===== config.mk =====
export PLATFORM = sky130hd
export DESIGN_NAME = tdpram_bist_ctrl
export DESIGN_NICKNAME = d
export VERILOG_FILES = /design/src/rtl/tdpram_bist_ctrl.sv
export SDC_FILE = /design/constraint.sdc
export NUM_CORES = 1
export LEC_CHECK = 0
export CAP_MARGIN = 10
export CORE_MARGIN = 1
export CORE_UTILIZATION = 52
export CTS_CLUSTER_SIZE = 24
export DETAILED_ROUTE_END_ITERATION = 7
export HOLD_SLACK_MARGIN = 0.12
export PLACE_DENSITY = 0.79
export SYNTH_ARGS = -nofsm -noshare
export SYNTH_HDL_FRONTEND = slang
export SYNTH_SLANG_ARGS = --single-unit
export TNS_END_PERCENT = 5

===== constraint.sdc =====
create_clock -name CLK_I -period 3.3 [get_ports CLK_I]
set_input_delay 0.495 -clock CLK_I [delete_from_list [all_inputs] [get_ports CLK_I]]
set_output_delay 0.495 -clock CLK_I [all_outputs]
set_load 0.02 [all_outputs]

===== src/rtl/tdpram_bist_ctrl.sv =====
// March BIST initiator for one port of the true dual-port RAM: write P(a), read-first RMW with ~P(a), read-verify.
// Define TDPRAM_BIST_ERRCNT_EN to keep running after a mismatch and count all mismatches instead of stopping.
module tdpram_bist_ctrl #(
    parameter int DATA_WIDTH   = 8,
    parameter int DEPTH        = 512,
    parameter int READ_LATENCY = 1,
    parameter int SEED         = 15,
    parameter int STEP         = 2,
    localparam int AD_WIDTH    = $clog2(DEPTH)
) (
    input  logic                  CLK_I,
    input  logic                  RST_I,
    input  logic                  START_I,
    output logic                  BUSY_O,
    output logic                  DONE_O,
    output logic                  PASS_O,
    output logic [AD_WIDTH-1:0]   ERR_ADDR_O,
    output logic [DATA_WIDTH-1:0] ERR_EXP_O,
    output logic [DATA_WIDTH-1:0] ERR_GOT_O,
    output logic [15:0]           ERR_CNT_O,
    output logic                  WEN_O,
    output logic [AD_WIDTH-1:0]   ADDR_O,
    output logic [DATA_WIDTH-1:0] DIN_O,
    input  logic [DATA_WIDTH-1:0] DOUT_I
);

    localparam logic [2:0] S_IDLE  = 3'd0;
    localparam logic [2:0] S_WR    = 3'd1;
    localparam logic [2:0] S_RMW   = 3'd2;
    localparam logic [2:0] S_RD    = 3'd3;
    localparam logic [2:0] S_DRAIN = 3'd4;
    localparam logic [2:0] S_DONE  = 3'd5;

    localparam int DC_W = $clog2(READ_LATENCY + 1);
    localparam logic [AD_WIDTH-1:0]   LAST_ADDR  = AD_WIDTH'(DEPTH - 1);
    localparam logic [DATA_WIDTH-1:0] SEED_W     = DATA_WIDTH'(SEED);
    localparam logic [DATA_WIDTH-1:0] STEP_W     = DATA_WIDTH'(STEP);
    localparam logic [DC_W-1:0]       DRAIN_LAST = DC_W'(READ_LATENCY);

    logic [2:0]            state;
    logic [AD_WIDTH-1:0]   addr;
    logic [DATA_WIDTH-1:0] pat;
    logic [DC_W-1:0]       drain_cnt;

    logic                  pipe_v [READ_LATENCY];
    logic [AD_WIDTH-1:0]   pipe_a [READ_LATENCY];
    logic [DATA_WIDTH-1:0] pipe_e [READ_LATENCY];

    logic                  err_seen;
    logic [AD_WIDTH-1:0]   err_addr;
    logic [DATA_WIDTH-1:0] err_exp;
    logic [DATA_WIDTH-1:0] err_got;
    logic [15:0]           err_cnt;

    logic                  at_last;
    logic [AD_WIDTH-1:0]   addr_nxt;
    logic [DATA_WIDTH-1:0] pat_nxt;
    logic                  issue;
    logic [DATA_WIDTH-1:0] exp_issue;
    logic                  mismatch;
    logic                  abort;
    logic                  start_ok;

    // Pattern is tracked incrementally so no multiplier is needed; wrap is explicit for any DEPTH.
    assign at_last   = (addr == LAST_ADDR);
    assign addr_nxt  = at_last ? '0 : addr + AD_WIDTH'(1);
    assign pat_nxt   = at_last ? SEED_W : pat + STEP_W;
    assign issue     = (state == S_RMW) || (state == S_RD);
    assign exp_issue = (state == S_RMW) ? pat : ~pat;
    assign mismatch  = pipe_v[READ_LATENCY-1] && (DOUT_I != pipe_e[READ_LATENCY-1]);
    assign start_ok  = START_I && ((state == S_IDLE) || (state == S_DONE));

`ifdef TDPRAM_BIST_ERRCNT_EN
    assign abort = 1'b0;
`else
    assign abort = mismatch;
`endif

    // A mismatch suppresses the write issued in the same cycle so a failing RAM is not disturbed further.
    assign WEN_O      = ((state == S_WR) || (state == S_RMW)) && !abort;
    assign ADDR_O     = addr;
    assign DIN_O      = (state == S_WR) ? pat : (state == S_RMW) ? ~pat : '0;
    assign BUSY_O     = (state == S_WR) || (state == S_RMW) || (state == S_RD) || (state == S_DRAIN);
    assign DONE_O     = (state == S_DONE);
    assign PASS_O     = (state == S_DONE) && !err_seen;
    assign ERR_ADDR_O = err_addr;
    assign ERR_EXP_O  = err_exp;
    assign ERR_GOT_O  = err_got;
    assign ERR_CNT_O  = err_cnt;

    always_ff @(posedge CLK_I or posedge RST_I) begin
        if (RST_I) begin
            state     <= S_IDLE;
            addr      <= '0;
            pat       <= SEED_W;
            drain_cnt <= '0;
        end else begin
            case (state)
                S_IDLE, S_DONE: begin
                    if (START_I) begin
                        state <= S_WR;
                        addr  <= '0;
                        pat   <= SEED_W;
                    end
                end
                S_WR: begin
                    addr <= addr_nxt;
                    pat  <= pat_nxt;
                    if (at_last) state <= S_RMW;
                end
                S_RMW: begin
                    if (abort) begin
                        state <= S_DONE;
                        addr  <= '0;
                        pat   <= SEED_W;
                    end else begin
                        addr <= addr_nxt;
                        pat  <= pat_nxt;
                        if (at_last) state <= S_RD;
                    end
                end
                S_RD: begin
                    if (abort) begin
                        state <= S_DONE;
                        addr  <= '0;
                        pat   <= SEED_W;
                    end else begin
                        addr <= addr_nxt;
                        pat  <= pat_nxt;
                        if (at_last) begin
                            state     <= S_DRAIN;
                            drain_cnt <= '0;
                        end
                    end
                end
                S_DRAIN: begin
                    if (abort || (drain_cnt == DRAIN_LAST)) state <= S_DONE;
                    else drain_cnt <= drain_cnt + DC_W'(1);
                end
                default: state <= S_IDLE;
            endcase
        end
    end

    // Expected values travel alongside the RAM read so each compare lines up with its DOUT_I word.
    always_ff @(posedge CLK_I or posedge RST_I) begin
        if (RST_I) begin
            for (int i = 0; i < READ_LATENCY; i++) begin
                pipe_v[i] <= 1'b0;
                pipe_a[i] <= '0;
                pipe_e[i] <= '0;
            end
        end else begin
            pipe_v[0] <= issue && !abort;
            pipe_a[0] <= addr;
            pipe_e[0] <= exp_issue;
            for (int i = 1; i < READ_LATENCY; i++) begin
                pipe_v[i] <= pipe_v[i-1] && !abort;
                pipe_a[i] <= pipe_a[i-1];
                pipe_e[i] <= pipe_e[i-1];
            end
        end
    end

    always_ff @(posedge CLK_I or posedge RST_I) begin
        if (RST_I) begin
            err_seen <= 1'b0;
            err_addr <= '0;
            err_exp  <= '0;
            err_got  <= '0;
            err_cnt  <= '0;
        end else if (start_ok) begin
            err_seen <= 1'b0;
            err_addr <= '0;
            err_exp  <= '0;
            err_got  <= '0;
            err_cnt  <= '0;
        end else if (mismatch) begin
            if (!err_seen) begin
                err_seen <= 1'b1;
                err_addr <= pipe_a[READ_LATENCY-1];
                err_exp  <= pipe_e[READ_LATENCY-1];
                err_got  <= DOUT_I;
            end
            if (err_cnt != 16'hFFFF) err_cnt <= err_cnt + 16'd1;
        end
    end

endmodule

==> results of run 1 <==
==> sequential cells by signal (all words and copies together) (netlist names), 8 cells and up <==
signal      count
ADDR_O          9
ERR_ADDR_O      9
ERR_CNT_O      16
ERR_EXP_O       8
ERR_GOT_O       8
pat             8
pipe_a          9
pipe_e          8
==> cell families after synthesis <==
| family | count (synthesis) | synth area share, % |
|---|---|---|
| and+or+nand+nor | 139 | 17.9 |
| AOI/OAI and AO/OA | 81 | 15.4 |
| DFF | 81 | 51.1 |
| buffers and inverters | 34 | 4.37 |
| xor gates and xnor gates | 20 | 4.40 |
| adders and majority gates | 12 | 3.77 |
| muxes | 11 | 3.05 |
==> critical path, stage by stage, from the launching register on <==
cell	delay (ns)
dfrtp_1	0.50
inv_1	0.20
and3_1	0.45
mux2_2	0.41
clkdlybuf4s50_1	0.54
==> metal layers <==
metal  global-route usage, %  vias to the layer above
li1                        -                     1519
met1                    35.2                     1563
met2                    40.9                      116
met3                    5.08                       13
met4                    8.51                        0
met5                       0                        -
==> power by group <==
part | total, mW | internal [mW] | switching (mW) | leakage [nW]
Combinational | 0.654 | 0.332 | 0.322 | 0.965
Sequential | 1.34 | 1.17 | 0.170 | 1.05
Clock | 0.800 | 0.431 | 0.369 | 0.107
Total | 2.79 | 1.93 | 0.861 | 2.12
==> path summary, 6_finish.rpt <==
check,from,end,slack (ns),depth (start not counted)
max reg2reg,ADDR_O[0],pat[0],1.09,8
min,pipe_a[2],ERR_ADDR_O[2],0.46,1
min in group asynchronous,RST_I,ERR_EXP_O[0],0.50,2
min reg2reg,pipe_a[2],ERR_ADDR_O[2],0.46,1
max,state[1],DIN_O[7],0.35,4
max in group asynchronous,RST_I,pat[1],2.04,3
==> cells in the final DEF (no fill, tap or decap), types with 3 or more instances in the layout <==
cell             netlist  final
dfrtp_1               77     77
clkdlybuf4s50_1        0     72
nand2_1               44     44
nor2_1                28     28
o2bb2ai_1             26     26
xnor2_1               19     19
a21oi_1               15     15
nand3_1               14     14
ha_1                  12     12
inv_1                 12     11
mux2_2                 9      9
clkbuf_8               0      9
buf_4                  5      9
nor4_1                 8      8
nand4_1                6      6
o31ai_1                6      6
and3_1                 5      5
nor3_1                 5      5
o21ai_0                5      5
or4_1                  5      5
or3_1                  4      4
dfstp_2                4      4
o21a_1                 3      3
a31oi_1                3      3
or2_2                  3      3
a22o_1                 3      3
==> stage by stage <==
step / hold slack (ns) / util, %
floorplan: 0.433 / -
global placement: 0.424 / 65.3
detailed placement: 0.442 / 65.3
CTS: 0.463 / 68.3
global route: 0.478 / 68.3
finish: 0.458 / 68.3
==> layout make-up <==
class                   instances  area (um^2)  area share [%]
clock buffers                  10          128            2.55
inverters                      13         48.8           0.975
well taps                      99          124            2.48
multi-input cells             263         1770            35.4
repair buffers                 82          808            16.1
clock inverters                 6         90.1            1.80
flip-flops and latches         81         2030            40.6
==> results.json, run 1 <==
{
  "status": "finished clean",
  "dieArea_um2": 8010,
  "critical_path.max_fanout": 10,
  "power-per-cell-area_nw_per_um2": 557,
  "ys_seq_area_share_pct": 51.1,
  "synth_common_cells": "dfrtp_1, nand2_1, nor2_1",
  "wl_met1_um": 4050,
  "grtUsageTotal_pct": 25.6,
  "grt-ovfl-total": 0,
  "dpl_cell_area_um2": 4790,
  "fmax_ghz": 0.339,
  "hp-class": "flip-flop to flip-flop",
  "synth-main-ff-cell": "dfrtp_1",
  "grt_pass1_wl_um": 15200,
  "critPathKind": "flip-flop to output port",
  "syn_area_um2": 3980,
  "grt_max_degree": 57,
  "clockRootBuffer": "clkbuf_8",
  "netlist.area_leader.share_pct": 48.4,
  "first_global_vias": 3058,
  "max-slew-margin-rel_pct": 29.3,
  "maxSlewViolCount": 0,
  "synth-async-reset-ratio_pct": 100,
  "synthCells": 378,
  "rows": 31,
  "synth_seq_cells": 81,
  "drv_cap": 0,
  "antenna_found_initial": 0,
  "vias": 3211,
  "clock-sinks": 81,
  "core_area_um2": 7330,
  "die_x_um": 89.5,
  "clk_pin_slew_ns": 0.08,
  "fin_crit_sh_pct": 89.5,
  "gp_congestion": 0.887,
  "setup_slack_ns": 0.347,
  "routed_wl_um": 9250,
  "arrival_ns": 2.46,
  "insertion_delay_ns": 0.36,
  "instances_no_fill": 554,
  "cp-start-kind": "flip-flop",
  "drt_iter0_markers": 276,
  "synth_edf_count": 0,
  "synth_area_per_cell_um2": 10.5,
  "synth.most_common_cell": "dfrtp_1",
  "hold_viol_final": 0,
  "fp.dieH_um": 89.5,
  "fill_cells": 517,
  "total_power_mw": 2.79,
  "boundaryPins": 73,
  "yosys_warnings": 0,
  "min_period_ns": 2.95,
  "io_buffers": 72,
  "cts_resized": 0,
  "setup.worst_path.end_class": "output port",
  "hpwlAfterDp_um": 6520,
  "irDropWorstVdd_mv": 0.458,
  "synth_nets": 401,
  "final_layout_size_suffix_gt1_share_pct": 11.9,
  "start_util_pct": 54.3,
  "setup_viol": 0,
  "yosys.cell_types.count": 60,
  "ant_nets": 0,
  "placed_cells": 538,
  "cts_setup_buffers": 0,
  "cts_tree": "yes",
  "synthTopCellsByArea": "dfrtp_1, o2bb2ai_1, xnor2_1",
  "total_leakage_power_nw": 2.12,
  "dr.max_layer_used": "met4",
  "synthDominantAreaCellType": "dfrtp_1",
  "htreeDepth": 3,
  "clock-skew-final_ns": 0.0113,
  "nets": 473,
  "antenna_cells": 0,
  "cts_hold_buf": 0,
  "worstPathRequired_ns": 2.80,
  "wl_met2_um": 4590,
  "drc": 0,
  "pre_cts_ws_ns": 0.457,
  "postLayoutCellArea_um2": 5000,
  "vias_per_cell": 5.80,
  "worst_pin_slew_ns": 1.06,
  "routed-wl-met3_um": 495,
  "cts_inserted_buffers": 9,
  "clk_path_buf_depth": 2,
  "firstDrtPassIters": 4,
  "rsz0062_at_grt": "no",
  "areaGrowthSynthToFinish_pct": 25.7,
  "wl_per_cell_um": 16.7,
  "finalSetupTns_ns": 0
}
Note: power is estimated with default switching activity, not from simulation.
==> inputs of run 2 (changes only) <==
MAX_ROUTING_LAYER = met4   (was unset)
==> results.json, run 2 (synthesized netlist as in run 1, its figures left out) <==
{
  "status": "finished clean",
  "first_global_vias": 3054,
  "setup_viol": 0,
  "maxSlewViolCount": 0,
  "min_period_ns": 2.96,
  "antenna_cells": 0,
  "fmax_ghz": 0.338,
  "clockPowerShare_pct": 28.7,
  "largest_register_ffs": 16,
  "areaGrowthSynthToFinish_pct": 25.7,
  "boundaryPins": 73,
  "rows": 31,
  "final_layout_size_suffix_gt1_share_pct": 11.9,
  "p_switching_uw": 862,
  "dieArea_um2": 8010,
  "worstPathRequired_ns": 2.80,
  "cts_resized": 0,
  "vias_per_cell": 5.77,
  "critPathKind": "flip-flop to output port",
  "finalSetupTns_ns": 0,
  "antenna_found_initial": 0,
  "final_common_cell": "dfrtp_1",
  "nets": 473,
  "fin_crit_sh_pct": 89.6,
  "drc": 0,
  "cp-start-kind": "flip-flop",
  "cts_setup_buffers": 0,
  "clk_path_buf_depth": 2,
  "core_area_um2": 7330,
  "start_util_pct": 54.3,
  "fp.dieH_um": 89.5,
  "grt_pass1_wl_um": 15200,
  "hpwlAfterDp_um": 6520,
  "vias": 3194,
  "clock-skew-final_ns": 0.0110,
  "wl_per_cell_um": 16.6,
  "p_sw_share_pct": 30.9,
  "routed_wl_um": 9220,
  "firstDrtPassIters": 4,
  "cts_inserted_buffers": 9,
  "total_leakage_power_nw": 2.12,
  "gp_congestion": 0.902,
  "die_x_um": 89.5,
  "rsz0062_at_grt": "no",
  "cts_tree": "yes",
  "clk_pin_slew_ns": 0.08,
  "drv_cap": 0,
  "max-slew-margin-rel_pct": 29.4,
  "worst_pin_slew_ns": 1.06,
  "setup.worst_path.end_class": "output port",
  "hold_viol_final": 0,
  "layout_common_cells": "dfrtp_1, clkdlybuf4s50_1, nand2_1, nor2_1, o2bb2ai_1",
  "htreeDepth": 3,
  "p_int_mw": 1.93,
  "p_seq_share_pct": 47.9,
  "ant_nets": 0,
  "arrival_ns": 2.46,
  "grt-ovfl-total": 0,
  "irDropWorstVdd_mv": 0.459,
  "critical_path.max_fanout": 10,
  "hp-class": "flip-flop to flip-flop",
  "drt_iter0_markers": 264,
  "power-per-cell-area_nw_per_um2": 557,
  "dpl_cell_area_um2": 4790,
  "cts_hold_buf": 0,
  "clockRootBuffer": "clkbuf_8",
  "clock-sinks": 81,
  "io_buffers": 72,
  "grtUsageTotal_pct": 26.5,
  "grt_max_degree": 57,
  "p_comb_share_pct": 23.4,
  "postLayoutCellArea_um2": 5000,
  "total_power_mw": 2.79,
  "insertion_delay_ns": 0.36
}
run 2: critical path: stages, from the launching register on:
cell             delay [ns]
dfrtp_1                0.49
inv_1                  0.20
and3_1                 0.47
mux2_2                 0.41
clkdlybuf4s50_1        0.54
run 2: path summary, 6_finish.rpt:
kind / to / startpoint / cells after the start / slack [ns]
min: ERR_ADDR_O[2] / pipe_a[2] / 1 / 0.46
max reg2reg: pat[0] / ADDR_O[0] / 8 / 1.08
min reg2reg: ERR_ADDR_O[2] / pipe_a[2] / 1 / 0.46
max: DIN_O[7] / state[1] / 4 / 0.34
max in group asynchronous: pat[1] / RST_I / 3 / 2.05
min in group asynchronous: ERR_EXP_O[0] / RST_I / 2 / 0.50
run 2: cell type report:
cell class / count / area (um^2)
Clock buffer: 10 / 128
Multi-Input combinational cell: 263 / 1770
Inverter: 13 / 48.8
Clock inverter: 6 / 90.1
Fill cell: 517 / 2330
Tap cell: 99 / 124
Sequential cell: 81 / 2030
Timing Repair Buffer: 82 / 808
run 2: power groups by stage:
stage	Clock [mW]	Combinational, mW	Sequential [mW]
after floorplan	0	0.345	1.36
after global placement	0	0.637	1.35
after detailed placement	0	0.652	1.36
after CTS	0.817	0.660	1.34
after global routing	0.860	0.718	1.36
final	0.800	0.654	1.34
run 2: metal layers:
| metal | vias to the layer above | GRT usage, % | share of wire [%] |
|---|---|---|---|
| met4 | 0 | 8.51 | 1.8 |
| met3 | 16 | 4.80 | 4.6 |
| met1 | 1552 | 35.4 | 45 |
| met2 | 107 | 41.2 | 49 |
| li1 | 1519 | - | - |
| met5 | - | - | 0 |
run 2: metrics by stage:
stage	std cells	hold slack, ns	setup WS [ns]	util (%)
floorplan	378	0.433	0.732	-
global placement	538	0.424	0.421	65.3
detailed placement	538	0.442	0.457	65.3
CTS	554	0.463	0.350	68.3
global route	554	0.478	0.257	68.3
finish	554	0.457	0.343	68.3
